===== src/rtl/time_gen_pkg.sv =====
`default_nettype none
// ============================================================================
//  Module      : time_gen_pkg
//  Description : Shared constants and helpers for the alarm-clock timebase.
//                - DEFAULT_CLK_DIV     : clk256 cycles per second tick
//                - DEFAULT_SEC_PER_MIN : second ticks per minute tick
//                - counter_width()     : bit width for a modulo-N counter
//  Revision    : 1.0 - initial release
// ============================================================================
package time_gen_pkg;

    localparam int DEFAULT_CLK_DIV     = 256;
    localparam int DEFAULT_SEC_PER_MIN = 60;

    // Width needed to hold 0..modulus-1; never narrower than one bit.
    function automatic int counter_width(input int modulus);
        return (modulus <= 2) ? 1 : $clog2(modulus);
    endfunction

endpackage : time_gen_pkg
`default_nettype wire


===== src/rtl/time_gen_mod_counter.sv =====
`default_nettype none
// ============================================================================
//  Module      : time_gen_mod_counter
//  Description : Modulo-MOD up-counter with a terminal flag.
//  Ports       : clk      - clock, rising edge
//                reset    - asynchronous active-low reset
//                enable   - advance the count on this edge
//                count    - current count, 0..MOD-1
//                terminal - high when count==MOD-1 and enable is high
//  Revision    : 1.0 - initial release
// ============================================================================
module time_gen_mod_counter
    import time_gen_pkg::*;
#(
    parameter int MOD   = DEFAULT_CLK_DIV,
    parameter int WIDTH = counter_width(MOD)
) (
    input  logic             clk,
    input  logic             reset,
    input  logic             enable,
    output logic [WIDTH-1:0] count,
    output logic             terminal
);

    localparam logic [WIDTH-1:0] c_last = WIDTH'(MOD - 1);

    logic [WIDTH-1:0] r_count;
    logic             w_at_last;

    assign w_at_last = (r_count == c_last);

    always_ff @(posedge clk or negedge reset) begin
        if (!reset) begin
            r_count <= '0;
        end else if (enable) begin
            r_count <= w_at_last ? '0 : r_count + 1'b1;
        end
    end

    assign count    = r_count;
    assign terminal = enable && w_at_last;

endmodule : time_gen_mod_counter
`default_nettype wire


===== src/rtl/time_gen.sv =====
`default_nettype none
// ============================================================================
//  Module      : time_gen
//  Description : Timebase generator. Divides clk256 into a one-second tick
//                and a one-minute tick (one per second when fast_mode=1).
//  Ports       : clk256      - 256 Hz system clock, rising edge
//                reset       - asynchronous active-low reset
//                fast_mode   - 1 = minute tick on every second tick
//                one_second  - 1-cycle pulse every CLK_DIV clocks
//                one_minute  - 1-cycle pulse per minute, coincident with
//                              one_second
//                half_second - 50% square wave (only with
//                              TIME_GEN_HALF_SECOND_EN defined)
//  Config      : `define TIME_GEN_HALF_SECOND_EN adds half_second.
//  Revision    : 1.0 - initial release
// ============================================================================
module time_gen
    import time_gen_pkg::*;
#(
    parameter int CLK_DIV     = DEFAULT_CLK_DIV,
    parameter int SEC_PER_MIN = DEFAULT_SEC_PER_MIN
) (
    input  logic clk256,
    input  logic reset,
    input  logic fast_mode,
    output logic one_second,
    output logic one_minute
`ifdef TIME_GEN_HALF_SECOND_EN
    ,
    output logic half_second
`endif
);

    localparam int c_pre_w = counter_width(CLK_DIV);
    localparam int c_sec_w = counter_width(SEC_PER_MIN);

    logic [c_pre_w-1:0] w_pre_count;
    logic               w_pre_terminal;
    logic [c_sec_w-1:0] w_sec_count;
    logic               w_sec_terminal;

    logic r_one_second;
    logic r_one_minute;

    time_gen_mod_counter #(
        .MOD   (CLK_DIV),
        .WIDTH (c_pre_w)
    ) u_prescaler (
        .clk      (clk256),
        .reset    (reset),
        .enable   (1'b1),
        .count    (w_pre_count),
        .terminal (w_pre_terminal)
    );

    time_gen_mod_counter #(
        .MOD   (SEC_PER_MIN),
        .WIDTH (c_sec_w)
    ) u_seconds (
        .clk      (clk256),
        .reset    (reset),
        .enable   (w_pre_terminal),
        .count    (w_sec_count),
        .terminal (w_sec_terminal)
    );

    // Both pulses are registered copies of terminal flags, so they are one
    // cycle wide and one_minute can only rise on a tick edge. fast_mode only
    // matters on tick edges because both of its choices are zero elsewhere.
    always_ff @(posedge clk256 or negedge reset) begin
        if (!reset) begin
            r_one_second <= 1'b0;
            r_one_minute <= 1'b0;
        end else begin
            r_one_second <= w_pre_terminal;
            r_one_minute <= fast_mode ? w_pre_terminal : w_sec_terminal;
        end
    end

    assign one_second = r_one_second;
    assign one_minute = r_one_minute;

    // The seconds count is only needed through its terminal flag.
    logic w_sec_unused;
    assign w_sec_unused = ^w_sec_count;

`ifdef TIME_GEN_HALF_SECOND_EN
    localparam logic [c_pre_w-1:0] c_half_m1 = c_pre_w'(CLK_DIV / 2 - 1);
    localparam logic [c_pre_w-1:0] c_pre_last = c_pre_w'(CLK_DIV - 1);

    logic r_half_second;
    logic w_half_next;

    // Compare against the prescaler value this edge will load, so the
    // register is high exactly while the prescaler sits in the upper half.
    assign w_half_next = (w_pre_count >= c_half_m1) && (w_pre_count != c_pre_last);

    always_ff @(posedge clk256 or negedge reset) begin
        if (!reset) begin
            r_half_second <= 1'b0;
        end else begin
            r_half_second <= w_half_next;
        end
    end

    assign half_second = r_half_second;
`else
    logic w_pre_unused;
    assign w_pre_unused = ^w_pre_count;
`endif

endmodule : time_gen
`default_nettype wire


===== config.mk =====
export PLATFORM = sky130hd
export DESIGN_NAME = time_gen
export DESIGN_NICKNAME = d
export VERILOG_FILES = /design/src/rtl/time_gen_pkg.sv /design/src/rtl/time_gen_mod_counter.sv /design/src/rtl/time_gen.sv
export SDC_FILE = /design/constraint.sdc
export NUM_CORES = 1
export LEC_CHECK = 0
export ABC_AREA = 1
export BUFFER_PORTS_ARGS = -buffer_cell sky130_fd_sc_hd__buf_2
export CAP_MARGIN = 20
export CORE_MARGIN = 2
export CORE_UTILIZATION = 31
export DETAILED_ROUTE_END_ITERATION = 7
export PLACE_DENSITY = 0.55
export SLEW_MARGIN = 40
export SYNTH_ARGS = -nofsm -noshare
export SYNTH_HDL_FRONTEND = slang
export SYNTH_SLANG_ARGS = --single-unit

===== constraint.sdc =====
create_clock -name clk256 -period 1.3 [get_ports clk256]
set_clock_uncertainty 0.1 [all_clocks]
set_input_delay 0 -clock clk256 [delete_from_list [all_inputs] [get_ports clk256]]
set_output_delay 0 -clock clk256 [all_outputs]
set_load 0.02 [all_outputs]

==> impl_metrics.csv <==
group,metric,value,unit
yosys,synthCells,103,
yosys,synth_nets,108,
yosys,syn_area_per_cell,8.07,um^2
detailed_routing,vias,665,
yosys,yosysSeqAreaShare,48.2,%
floorplanning,core,0.00250,mm^2
final_layout,final_cell_mix,"29 x nand2_1, 16 x dfrtp_1, 15 x inv_1",
global_route,grt_pass1_wl,2500,um
yosys,synthDistinctLibCells,16,
global_route,track_usage,10.6,%
sta,fin_crit_sh,99.8,%
yosys,yosys.area.top_type_share,48.2,%
sta,worst_pin_slew,358,ps
final_layout,drive_gt1_share,31.0,%
pwr,totalPowerFinal,0.856,mW
sta,maxSlewHeadroom,76.2,%
critical_path,cp-startpoint,"u_prescaler.count[0]",
clocking,ctsLongestPathBuffers,2,
status,outcome,"finished clean",
detailed_routing,dr.first_iter.drc_count,8,
yosys,synthTopCellsByArea,"dfrtp_1 48%, nand2_1 15%, inv_1 6.8%",
final_layout,fillCellCount,243,
placed_design,dp_hpwl,1090,um
detailed_routing,wirelength,1540,um
final_layout,antenna_cells,0,
pwr,p_leak,0.592,nW
placed_design,place.gp.congestion,0.806,
clocking,cts-root-buf,"clkbuf_4",
pwr,power_density,798,mW/mm^2
sta,min_period,1300,ps
detailed_routing,avgRoutedWirePerCell,9.88,um
sta,fin_tns_setup,0,ps
critical_path,cp-end-kind,"flip-flop",
critical_path,required,1400,ps
critical_path,ff2ff_path_depth,7,
run,drv_cap,0,
floorplanning,fp.dieH,55.8,um
critical_path,crit_path_start_kind,"flip-flop",
floorplanning,ios,5,
final_layout,fin_nets,132,
detailed_routing,drc_errors,0,
clocking,cts_htree_levels,1,
floorplanning,die_area,0.00311,mm^2
yosys,synth_area,831,um^2
global_route,grt_overflow,0,
clocking,path_clk_slew,100,ps
critical_path,r2r_start,"u_prescaler.count[0]",
yosys,synth_seq_cells,16,
global_route,grt_max_degree,17,
floorplanning,start_util,33.2,%
clocking,cts_tree,"built",
placed_design,port_buffers,4,
global_route,antenna_found_initial,0,
final_layout,area_growth,29.1,%
critical_path,worst_ep_arrival_time,1390,ps
worst_hold_path,min_path_type,"input port to asynchronous set/reset pin",
detailed_routing,drt_pass1_iterations,4,
sta,rsz0062_at_grt,"yes",
clocking,cts_buffers,3,
detailed_routing,postRouteAntennaNets,0,
floorplanning,die_w,55.8,um
floorplanning,std_cell_rows,18,
sta,final_hold_viol_count,0,
global_route,grt_pass1_vias,606,
pwr,peakVddDrop,468,uV
critical_path,path_class,"flip-flop to flip-flop",
final_layout,final_common_cell,"nand2_1",
clocking,cts_sinks,16,
yosys,yosys_warnings,0,
sta,max_freq,0.771,GHz
sta,setup_viol,0,
yosys,yosysTopAreaCell,"dfrtp_1",
clocking,clk_latency,300,ps
critical_path,crit_fanout,2,
detailed_routing,routed_via_density,4.26,
final_layout,fin_util,42.9,%
sta,slew_viol_final,0,
==> Yosys cell counts, drive strengths merged <==
| cell type | count |
|---|---|
| o21bai | 1 |
| xnor2 | 2 |
| ha | 2 |
| inv | 15 |
| nor2 | 17 |
| xor2 | 3 |
| nand3 | 8 |
| dfrtp | 16 |
| clkinv | 1 |
| nand2 | 37 |
| o21ai | 1 |
==> logic make-up (layout without fill, tap and decap cells) <==
group | Yosys count | count (layout) | share of synthesized area, %
buffers and inverters | 16 | 39 | 7.83
flip-flops | 16 | 16 | 48.2
AND/OR/NAND/NOR | 62 | 62 | 33.7
XOR/XNOR | 5 | 5 | 5.27
adder cells (fa/ha/maj) | 2 | 2 | 3.01
AO/OA/AOI/OAI | 2 | 2 | 1.96
==> sequential cells by signal, indices dropped and copies added, names as in the netlist <==
register,cells
u_prescaler.count,8
one_second,1
one_minute,1
u_seconds.count,6
==> area by class of cell <==
cell class / instances / area (um^2) / share of cell area, %
Sequential cell: 16 / 400 / 37.3
Multi-Input combinational cell: 71 / 390 / 36.4
Timing Repair Buffer: 18 / 138 / 12.8
Inverter: 16 / 65.1 / 6.07
Tap cell: 30 / 37.5 / 3.50
Clock buffer: 4 / 36.3 / 3.38
Timing Repair inverter: 1 / 5.00 / 0.467
==> layer usage <==
layer  global-route usage [%]  vias up  routed length [um]
met2                     16.8        4                 736
met4                     8.36        0                  41
li1                         -      352                   -
met3                     1.40        4                  25
met5                        0        -                   0
met1                     12.8      305                 738
==> critical path, cell delays in order, from the launching register on <==
cell	delay [ps]
dfrtp_1	370
ha_2	190
nand2_2	80
buf_4	140
nor2_2	90
nand2_1	60
xor2_1	130
inv_1	50
==> where the power goes <==
group          internal (mW)  total, mW  leakage, nW  switching (mW)
Combinational        0.00652     0.0183        0.362          0.0118
Sequential             0.497      0.497        0.209               0
Clock                  0.171      0.340       0.0210           0.169
==> per-stage QoR <==
stage / hold WS (ps) / cells / instance area [um^2] / setup WS, ps
2_1_floorplan: -396 / 103 / 831 / 18.2
3_3_place_gp: -172 / 147 / 963 / 21.0
4_1_cts: 41.5 / 155 / 1050 / -16.5
5_1_grt: 78.1 / 156 / 1070 / -62.5
6_report: 30.8 / 156 / 1070 / 2.22
3_5_place_dp: -168 / 147 / 963 / -15.1
==> final timing paths <==
path,end,slack (ps)
max reg2reg,u_prescaler.count[6],2
min,u_seconds.count[2],30
max in group asynchronous,u_prescaler.count[4],810
min in group clk256,one_minute,410
min reg2reg,u_prescaler.count[2],420
max,u_prescaler.count[6],2
==> repair_timing <==
action,4_1_cts,5_1_grt
setup buffers,1,1
hold buffers,2,0
gates cloned,1,0
gates resized for setup,5,6
endpoints found under the hold margin,17,0
setup endpoints to repair,6,13
pin swaps,6,7
Note: power is estimated with default switching activity, not from simulation.
